$ cat config.mk
export PLATFORM = sky130hd
export DESIGN_NAME = ats_flow_state_ctrl
export DESIGN_NICKNAME = d
export VERILOG_FILES = /design/src/rtl/ats_pkg.sv /design/src/rtl/ats_flow_table.sv /design/src/rtl/ats_flow_state_ctrl.sv
export SDC_FILE = /design/constraint.sdc
export NUM_CORES = 2
export LEC_CHECK = 0
export CAP_MARGIN = 5
export CORE_AREA = 2 2 468 702
export CTS_CLUSTER_SIZE = 28
export DETAILED_ROUTE_END_ITERATION = 12
export DIE_AREA = 0 0 470 704
export HOLD_SLACK_MARGIN = 0.02
export PLACE_DENSITY = 0.51
export SYNTH_ARGS = -nofsm -noshare
export SYNTH_HDL_FRONTEND = slang
export SYNTH_SLANG_ARGS = --single-unit
$ cat constraint.sdc
create_clock -name clk -period 12.9 [get_ports clk]
set_input_delay 1.935 -clock clk [delete_from_list [all_inputs] [get_ports clk]]
set_output_delay 1.935 -clock clk [all_outputs]
set_load 0.03 [all_outputs]
$ cat src/rtl/ats_pkg.sv
// Shared constants, FSM state encoding and flow-configuration record for the
// ATS per-flow state controller.
package ats_pkg;
  localparam int unsigned TIME_WIDTH     = 59;
  localparam int unsigned GROUP_NUM      = 4;
  localparam int unsigned GROUP_ID_WIDTH = $clog2(GROUP_NUM);

  typedef enum logic [3:0] {
    ST_IDLE      = 4'd0,
    ST_LOOKUP    = 4'd1,
    ST_START     = 4'd2,
    ST_MATCH     = 4'd3,
    ST_FINISH    = 4'd4,
    ST_WAIT_OK   = 4'd5,
    ST_WRITEBACK = 4'd6,
    ST_RESULT    = 4'd7,
    ST_RELEASE   = 4'd8
  } ats_state_e;

  typedef struct packed {
    logic                      valid;
    logic [GROUP_ID_WIDTH-1:0] group;
    logic [31:0]               cir;
    logic [31:0]               cbs;
    logic [TIME_WIDTH-1:0]     max_res;
  } flow_cfg_t;
endpackage

$ cat src/rtl/ats_flow_table.sv
// Per-flow configuration / bucket-empty-time and per-group eligibility-time
// register file with a registered read port; config writes beat state writeback.
module ats_flow_table
  import ats_pkg::*;
#(
  parameter int unsigned FLOW_NUM      = 8,
  parameter int unsigned FLOW_ID_WIDTH = $clog2(FLOW_NUM)
) (
  input  logic                      clk,
  input  logic                      reset,
  input  logic                      cfg_wr_en,
  input  logic [FLOW_ID_WIDTH-1:0]  cfg_flow_id,
  input  flow_cfg_t                 cfg_data,
  input  logic                      st_wr_en,
  input  logic [FLOW_ID_WIDTH-1:0]  st_flow_id,
  input  logic [GROUP_ID_WIDTH-1:0] st_group_id,
  input  logic [TIME_WIDTH-1:0]     st_bucket_empty_time,
  input  logic [TIME_WIDTH-1:0]     st_group_eligibility_time,
  input  logic [FLOW_ID_WIDTH-1:0]  rd_flow_id,
  output flow_cfg_t                 rd_cfg,
  output logic [TIME_WIDTH-1:0]     rd_bucket_empty_time,
  output logic [TIME_WIDTH-1:0]     rd_group_eligibility_time
);

  flow_cfg_t             cfg_mem   [FLOW_NUM];
  logic [TIME_WIDTH-1:0] bet_mem   [FLOW_NUM];
  logic [TIME_WIDTH-1:0] group_mem [GROUP_NUM];

  // Config write is issued after writeback so it wins on the same flow.
  always_ff @(posedge clk) begin
    if (reset) begin
      for (int i = 0; i < int'(FLOW_NUM); i++) begin
        cfg_mem[i] <= '0;
        bet_mem[i] <= '0;
      end
      for (int g = 0; g < int'(GROUP_NUM); g++) begin
        group_mem[g] <= '0;
      end
      rd_cfg                    <= '0;
      rd_bucket_empty_time      <= '0;
      rd_group_eligibility_time <= '0;
    end else begin
      if (st_wr_en) begin
        bet_mem[st_flow_id]    <= st_bucket_empty_time;
        group_mem[st_group_id] <= st_group_eligibility_time;
      end
      if (cfg_wr_en) begin
        cfg_mem[cfg_flow_id] <= cfg_data;
        bet_mem[cfg_flow_id] <= '0;
      end
      rd_cfg                    <= cfg_mem[rd_flow_id];
      rd_bucket_empty_time      <= bet_mem[rd_flow_id];
      rd_group_eligibility_time <= group_mem[cfg_mem[rd_flow_id].group];
    end
  end

endmodule

$ cat src/rtl/ats_flow_state_ctrl.sv
// Per-flow ATS state controller: looks up flow config/state, runs the token
// bucket start/match/read-end handshake, writes state back and emits the result.
module ats_flow_state_ctrl
  import ats_pkg::*;
#(
  parameter int unsigned FLOW_NUM      = 8,
  parameter int unsigned TB_TIMEOUT    = 64,
  parameter int unsigned FLOW_ID_WIDTH = $clog2(FLOW_NUM)
) (
  input  logic                      clk,
  input  logic                      reset,
  input  logic                      desc_valid,
  output logic                      desc_ready,
  input  logic [FLOW_ID_WIDTH-1:0]  desc_flow_id,
  input  logic [15:0]               desc_frame_length,
  input  logic [TIME_WIDTH-1:0]     desc_arrival_time,
  input  logic                      cfg_wr_en,
  input  logic [FLOW_ID_WIDTH-1:0]  cfg_flow_id,
  input  logic [GROUP_ID_WIDTH-1:0] cfg_group_id,
  input  logic [31:0]               cfg_cir,
  input  logic [31:0]               cfg_cbs,
  input  logic [TIME_WIDTH-1:0]     cfg_max_residence_time,
  output logic                      tb_start_flag,
  output logic                      tb_match_finish_flag,
  output logic                      tb_read_end_flag,
  output logic [15:0]               tb_frame_length,
  output logic [31:0]               tb_cir,
  output logic [31:0]               tb_cbs,
  output logic [TIME_WIDTH-1:0]     tb_arrival_time,
  output logic [TIME_WIDTH-1:0]     tb_group_eligibility_time,
  output logic [TIME_WIDTH-1:0]     tb_bucket_empty_time,
  output logic [TIME_WIDTH-1:0]     tb_max_residence_time,
  input  logic                      tb_start_match_flag,
  input  logic                      tb_frame_discard_flag,
  input  logic                      tb_frame_eligible_time_OK,
  input  logic [TIME_WIDTH-1:0]     tb_frame_eligible_time,
  input  logic [TIME_WIDTH-1:0]     tb_update_bucket_empty_time,
  input  logic [TIME_WIDTH-1:0]     tb_update_group_eligibility_time,
  output logic                      res_valid,
  input  logic                      res_ready,
  output logic [FLOW_ID_WIDTH-1:0]  res_flow_id,
  output logic                      res_discard,
  output logic                      res_timeout,
  output logic [TIME_WIDTH-1:0]     res_eligible_time
);

  localparam int unsigned CNT_W = $clog2(TB_TIMEOUT + 1);

  ats_state_e                state;
  logic [FLOW_ID_WIDTH-1:0]  flow_q;
  logic [15:0]               len_q;
  logic [TIME_WIDTH-1:0]     arr_q;
  logic [GROUP_ID_WIDTH-1:0] group_q;
  logic                      started_q;
  logic [CNT_W-1:0]          cnt;
  logic [CNT_W-1:0]          cnt_inc;
  logic                      timeout_hit;

  flow_cfg_t                 cfg_data;
  flow_cfg_t                 rd_cfg;
  logic [TIME_WIDTH-1:0]     rd_bet;
  logic [TIME_WIDTH-1:0]     rd_get;
  logic [FLOW_ID_WIDTH-1:0]  rd_flow_id;
  logic                      st_wr_en;

  assign cfg_data   = '{valid: 1'b1, group: cfg_group_id, cir: cfg_cir,
                        cbs: cfg_cbs, max_res: cfg_max_residence_time};
  assign rd_flow_id = (state == ST_IDLE) ? desc_flow_id : flow_q;
  assign st_wr_en   = (state == ST_WRITEBACK) && !tb_frame_discard_flag;
  assign cnt_inc    = cnt + CNT_W'(1);

  // A token-bucket event arriving in the expiry cycle takes precedence.
  always_comb begin
    timeout_hit = 1'b0;
    if (cnt_inc >= CNT_W'(TB_TIMEOUT)) begin
      case (state)
        ST_MATCH:   timeout_hit = !tb_start_match_flag;
        ST_FINISH:  timeout_hit = 1'b1;
        ST_WAIT_OK: timeout_hit = !tb_frame_eligible_time_OK;
        default:    timeout_hit = 1'b0;
      endcase
    end
  end

  ats_flow_table #(
    .FLOW_NUM      (FLOW_NUM),
    .FLOW_ID_WIDTH (FLOW_ID_WIDTH)
  ) u_table (
    .clk                       (clk),
    .reset                     (reset),
    .cfg_wr_en                 (cfg_wr_en),
    .cfg_flow_id               (cfg_flow_id),
    .cfg_data                  (cfg_data),
    .st_wr_en                  (st_wr_en),
    .st_flow_id                (flow_q),
    .st_group_id               (group_q),
    .st_bucket_empty_time      (tb_update_bucket_empty_time),
    .st_group_eligibility_time (tb_update_group_eligibility_time),
    .rd_flow_id                (rd_flow_id),
    .rd_cfg                    (rd_cfg),
    .rd_bucket_empty_time      (rd_bet),
    .rd_group_eligibility_time (rd_get)
  );

  always_ff @(posedge clk) begin
    if (reset) begin
      state                     <= ST_IDLE;
      flow_q                    <= '0;
      len_q                     <= '0;
      arr_q                     <= '0;
      group_q                   <= '0;
      started_q                 <= 1'b0;
      cnt                       <= '0;
      desc_ready                <= 1'b1;
      tb_start_flag             <= 1'b0;
      tb_match_finish_flag      <= 1'b0;
      tb_read_end_flag          <= 1'b0;
      tb_frame_length           <= '0;
      tb_cir                    <= '0;
      tb_cbs                    <= '0;
      tb_arrival_time           <= '0;
      tb_group_eligibility_time <= '0;
      tb_bucket_empty_time      <= '0;
      tb_max_residence_time     <= '0;
      res_valid                 <= 1'b0;
      res_flow_id               <= '0;
      res_discard               <= 1'b0;
      res_timeout               <= 1'b0;
      res_eligible_time         <= '0;
    end else begin
      tb_start_flag        <= 1'b0;
      tb_match_finish_flag <= 1'b0;
      tb_read_end_flag     <= 1'b0;
      if (timeout_hit) begin
        res_valid         <= 1'b1;
        res_flow_id       <= flow_q;
        res_discard       <= 1'b1;
        res_timeout       <= 1'b1;
        res_eligible_time <= arr_q;
        state             <= ST_RESULT;
      end else begin
        case (state)
          ST_IDLE: begin
            if (desc_valid && desc_ready) begin
              flow_q     <= desc_flow_id;
              len_q      <= desc_frame_length;
              arr_q      <= desc_arrival_time;
              desc_ready <= 1'b0;
              state      <= ST_LOOKUP;
            end
          end
          // Snapshot table contents; they stay frozen for the whole frame.
          ST_LOOKUP: begin
            tb_frame_length           <= len_q;
            tb_cir                    <= rd_cfg.cir;
            tb_cbs                    <= rd_cfg.cbs;
            tb_arrival_time           <= arr_q;
            tb_group_eligibility_time <= rd_get;
            tb_bucket_empty_time      <= rd_bet;
            tb_max_residence_time     <= rd_cfg.max_res;
            group_q                   <= rd_cfg.group;
            cnt                       <= '0;
            if (!rd_cfg.valid) begin
              started_q         <= 1'b0;
              res_valid         <= 1'b1;
              res_flow_id       <= flow_q;
              res_discard       <= 1'b1;
              res_timeout       <= 1'b0;
              res_eligible_time <= arr_q;
              state             <= ST_RESULT;
            end else begin
              started_q     <= 1'b1;
              tb_start_flag <= 1'b1;
              state         <= ST_START;
            end
          end
          ST_START: begin
            cnt   <= cnt_inc;
            state <= ST_MATCH;
          end
          ST_MATCH: begin
            cnt <= cnt_inc;
            if (tb_start_match_flag) begin
              tb_match_finish_flag <= 1'b1;
              state                <= ST_FINISH;
            end
          end
          ST_FINISH: begin
            cnt   <= cnt_inc;
            state <= ST_WAIT_OK;
          end
          ST_WAIT_OK: begin
            cnt <= cnt_inc;
            if (tb_frame_eligible_time_OK) state <= ST_WRITEBACK;
          end
          ST_WRITEBACK: begin
            res_valid         <= 1'b1;
            res_flow_id       <= flow_q;
            res_discard       <= tb_frame_discard_flag;
            res_timeout       <= 1'b0;
            res_eligible_time <= tb_frame_eligible_time;
            state             <= ST_RESULT;
          end
          ST_RESULT: begin
            if (res_ready) begin
              res_valid <= 1'b0;
              if (started_q) begin
                tb_read_end_flag <= 1'b1;
                state            <= ST_RELEASE;
              end else begin
                desc_ready <= 1'b1;
                state      <= ST_IDLE;
              end
            end
          end
          ST_RELEASE: begin
            desc_ready <= 1'b1;
            state      <= ST_IDLE;
          end
          default: state <= ST_IDLE;
        endcase
      end
    end
  end

endmodule
# Word level (Yosys, flattened, before mapping)
# Memory sizes are Yosys's and may differ from the RTL's. A register that Yosys moved wholly into a read port is not among the register bits.
# Cells that the tools add are included.
# word_totals
regBits	603
ram_bits	1716
inputBits	391
output_inout_bits	385
elab_cells	138
memories	3
# memory_table
memory	words	word_bits	rd	rd_ports_with_merged_regs	write_ports	line_no	source
u_table.cfg_mem	8	126	1	0	8	ats_flow_table.sv:25	flow_cfg_t cfg_mem [FLOW_NUM];
u_table.bet_mem	8	59	1	1	8	ats_flow_table.sv:26	logic [TIME_WIDTH-1:0] bet_mem [FLOW_NUM];
u_table.group_mem	4	59	1	1	4	ats_flow_table.sv:27	logic [TIME_WIDTH-1:0] group_mem [GROUP_NUM];
# classes
n_addsub	1
n_lt_le_gt_ge	1
eq_ne	18
muxes	54
bitwise	5
n_reduce_logical	27
# op_table
cell	count
$mux W59	5
$reduce_or A59 Y1	3
$mux W126	1
$reduce_or A126 Y1	1
$pmux W59 S2	1
$pmux W4 S8	1
$mux W1	25
$mux W3	8
$mux W4	5
$eq A4 B3 Y1 const B	4
$pmux W7 S2	1
$ne A3 B3 Y1 const B	4
$pmux W1 S3	3
$eq A4 B2 Y1 const B	2
$ne A2 B2 Y1 const B	4
$reduce_and A4 Y1	2
$reduce_or A4 Y1	2
$add A7 B1 Y7 const B	1
$ge A7 B7 Y1 const B	1
$pmux W3 S2	1
$reduce_and A2 Y1	3
$reduce_and A3 Y1	2
$reduce_bool A3 Y1	2
$reduce_or A3 Y1	2
other kinds (14)	22

# Depth between registers and ports, before layout
# logic_depth
ltp_word	7
mapped_depth	11

# Modules after synthesis
# From an unflattened synthesis, not the netlist that was laid out.
# unflattened
hier_cells	8284
area_unflattened_um2	99766.9
# by_module_without_submodules
module	n_inst	cells_per_inst	area_each_um2	seq_area_each_um2
ats_flow_table	1	6143	82300.2	51689.6
ats_flow_state_ctrl	1	2141	17466.8	9549.2

# Worst setup path after synthesis
# OpenSTA, ideal clock, no wires.
# synth_timing
path_type	in2reg
start	input cfg_flow_id[1]
end	memory u_table.cfg_mem[1][0] in the netlist's numbering, enable pin
arrival_time_ns	11.200
slack_ns	0.918
cell_stages	2
n_path_buf	0
path_cell_list	or3b_2 o21ai_0
# synth_lines
item	line_no	source
start: declaration	ats_flow_state_ctrl.sv:18	input logic [FLOW_ID_WIDTH-1:0] cfg_flow_id,
end: declaration	ats_flow_table.sv:25	

==> results.json <==
{
  "coreArea_um2": 325000,
  "power.density_nw_per_um2": 186,
  "vias_per_cell": 5.05,
  "synth_top_area_frac": 0.370,
  "leakage_nw": 41.4,
  "clk-insertion-delay-late_ps": 980,
  "synthArstFlopShare": 0,
  "critical_path_class": "input port to flop",
  "slowest_stage": "or2_4",
  "synthCells": 8811,
  "numCtsBuffers": 246,
  "cts_tree": "built",
  "place_area_um2": 112000,
  "antenna_found_initial": 105,
  "vias": 69200,
  "max-vdd-ir-drop_uv": 316,
  "ys_types": 58,
  "htreeDepth": 4,
  "hp-class": "flop to flop",
  "worst_pin_slew_ps": 1270,
  "grt_max_degree": 170,
  "path_buf_inv": 4,
  "wl_per_cell_um": 24.3,
  "initial_core_util": 0.308,
  "pin_count": 776,
  "cts_num_sinks": 2437,
  "antenna_left": 0,
  "crit_top_cell": "buf_4",
  "cts-root-to-sink-buffers": 4,
  "critPathCaptureType": "flop",
  "synth-main-ff-cell": "edfxtp_1",
  "cp_data_arrival_time_ps": 5950,
  "dieArea_um2": 331000,
  "ys_ff_latch": 2437,
  "dr.pass1.iters": 7,
  "skew_ps": 92.8,
  "drv_cap": 0,
  "layout_min_cycle_time_ps": 5430,
  "synth_nets": 9203,
  "root_buffer": "clkbuf_16",
  "place.gp.congestion": 0.823,
  "avgSynthCellArea_um2": 11.4,
  "worstPathMaxFanout": 44,
  "wl_um": 332000,
  "stdcell_count": 13700,
  "timing.critical_path.slowest_cell_delay_ps": 790,
  "dpl.cell_count": 13200,
  "setup_viol": 0,
  "synth_area_leader_cell": "edfxtp_1",
  "fin_total_pwr_mw": 22.3,
  "post-cts-setup-buffers": 0,
  "outcome": "completed",
  "port_buffers": 775,
  "synth_area_um2": 100000,
  "rows": 257,
  "maxSlewViolCount": 0,
  "setup_tns_ps": 0,
  "dp_hpwl_um": 186000,
  "die-width_um": 470,
  "holdBufCountCts": 0,
  "drive_gt1_frac": 0.0983,
  "syn_to_final_growth_pct": 19.5,
  "grt_pass1_wl_um": 480000,
  "ctsResizeCount": 0,
  "stdcell_area_um2": 120000,
  "fmax_mhz": 184,
  "drt-initial-drc-count": 5527,
  "yosys-top-cells-area": "edfxtp_1 (37%), dfxtp_1 (24%), mux4_2 (8.3%)",
  "die_h_um": 704,
  "final.period_utilization": 0.421,
  "cp_cell_sequence": "clkdlybuf4s50_1 > nor4_2 > buf_4 > or2_4 > buf_4 > buf_4",
  "grt_usage": 0.194,
  "seq_area_frac_synth": 0.610,
  "synth_edf_count": 1236,
  "drc": 0,
  "startpoint_type": "input port",
  "clkTransAtPathRegs_ps": 60,
  "worstPathRequired_ps": 13420,
  "ys_warn_count": 0,
  "hold_viol_final": 0,
  "crit_family": "buffers and inverters",
  "grt_pass1_vias": 70700,
  "overflow": 0,
  "nets": 9570,
  "slew_headroom": 0.140,
  "rsz0062_at_grt": "no"
}
==> sequential cells by signal, summed over array words and instances, names as in the netlist, 126 cells and up <==
name / count
u_table.bet_mem: 472
u_table.cfg_mem: 1008
u_table.group_mem: 236
u_table.rd_cfg: 126
==> cells in the mapped netlist, types with 2 or more instances <==
cell type / n
nor3_1: 18
clkbuf_1: 566
nor2_1: 252
nand2_1: 1591
mux2i_1: 182
dfxtp_1: 1201
mux2_2: 2
nand4_1: 4
inv_1: 2
nand4b_1: 5
o211ai_1: 4
buf_6: 13
a31oi_1: 2
buf_4: 16
or3_1: 2
nor4_1: 4
edfxtp_1: 1236
a21o_1: 8
nor2b_1: 242
xor2_1: 4
mux4_2: 369
buf_1: 45
and3_1: 61
nand2b_1: 6
nor3b_1: 183
buf_2: 97
o22ai_1: 3
o31ai_1: 2
a311oi_1: 59
clkbuf_2: 40
nor4b_1: 4
o21ai_0: 10
nand3_1: 306
o21a_1: 2
or2_2: 6
and2_1: 1180
a21oi_1: 1063
==> cell type report <==
cell class | count | area, um2
multi-input combinational | 5594 | 36200
antenna | 32 | 80.1
timing repair buffer | 896 | 8860
fill | 31700 | 206000
sequential | 2437 | 61200
tap | 4273 | 5350
inverter | 3 | 18.8
clock buffer | 366 | 7280
clock inverter | 81 | 846
==> power breakdown <==
part / leakage (nW) / internal, mW / switching (mW)
combinational: 15.6 / 2.20 / 3.53
sequential: 21.8 / 8.89 / 0.363
clock: 4.00 / 4.12 / 3.17
==> per-stage QoR <==
| stage | hold WS, ps | util | worst slack [ps] |
|---|---|---|---|
| after floorplan | 417 | - | 918 |
| after global placement | 424 | 0.343 | 6360 |
| after detailed placement | 428 | 0.343 | 6420 |
| after CTS | 390 | 0.368 | 7400 |
| after global routing | 430 | 0.368 | 7250 |
| final | 384 | 0.368 | 7470 |
==> layout by cell type, fill, tap and decap left out, types with 4 or more instances in the layout <==
| master | Yosys | routed |
|---|---|---|
| a21o_1 | 8 | 8 |
| a21oi_1 | 1063 | 1063 |
| a311oi_1 | 59 | 59 |
| and2_1 | 1180 | 1180 |
| and3_1 | 61 | 60 |
| buf_12 | 0 | 15 |
| buf_4 | 16 | 106 |
| bufinv_16 | 0 | 11 |
| clkbuf_1 | 566 | 60 |
| clkbuf_16 | 0 | 255 |
| clkbuf_8 | 0 | 47 |
| clkdlybuf4s50_1 | 0 | 774 |
| clkinv_1 | 0 | 10 |
| clkinv_16 | 0 | 4 |
| clkinv_2 | 0 | 38 |
| clkinvlp_4 | 0 | 6 |
| dfxtp_1 | 1201 | 1201 |
| diode_2 | 0 | 32 |
| edfxtp_1 | 1236 | 1236 |
| mux2i_1 | 182 | 180 |
| mux4_2 | 369 | 369 |
| nand2_1 | 1591 | 1590 |
| nand2b_1 | 6 | 5 |
| nand3_1 | 306 | 305 |
| nand4_1 | 4 | 4 |
| nand4b_1 | 5 | 5 |
| nor2_1 | 252 | 247 |
| nor2_4 | 0 | 5 |
| nor2b_1 | 242 | 242 |
| nor3_1 | 18 | 11 |
| nor3_2 | 1 | 8 |
| nor3b_1 | 183 | 179 |
| nor3b_2 | 0 | 4 |
| o211ai_1 | 4 | 4 |
| o21ai_0 | 10 | 4 |
| o21ai_4 | 0 | 7 |
| or2_2 | 6 | 4 |
| xor2_1 | 4 | 4 |
==> final timing paths <==
path	from	slack (ps)	to	depth (start not counted)
max	cfg_flow_id[0]	7470	u_table.cfg_mem[4][108]	6
min	u_table.rd_cfg[54]	380	tb_max_residence_time[54]	2
max reg2reg	state[1]	7740	u_table.group_mem[1][41]	7
min reg2reg	u_table.rd_cfg[54]	380	tb_max_residence_time[54]	2
==> cell families after synthesis <==
family	share of synthesized area
and+or+nand+nor	0.195
buffers and inverters	0.0325
xor gates and xnor gates	0.000349
muxes	0.101
AOI/OAI and AO/OA	0.0611
DFF	0.610
adders and majority gates	0.000125
==> worst reg2reg max path, stage by stage, from the launching register on <==
cell	delay (ps)
dfxtp_1	760
nor4bb_4	390
buf_4	760
nand2_1	570
nor3b_2	320
buf_4	630
or2_2	480
buf_4	740
==> metal layers <==
metal	routed length, um	track usage	part of all wire
met1	131000	0.233	0.40
met2	166000	0.340	0.50
met3	23000	0.0420	0.069
met4	11300	0.0687	0.034
met5	517	0	0.0016
Note: power is estimated with default switching activity, not from simulation.
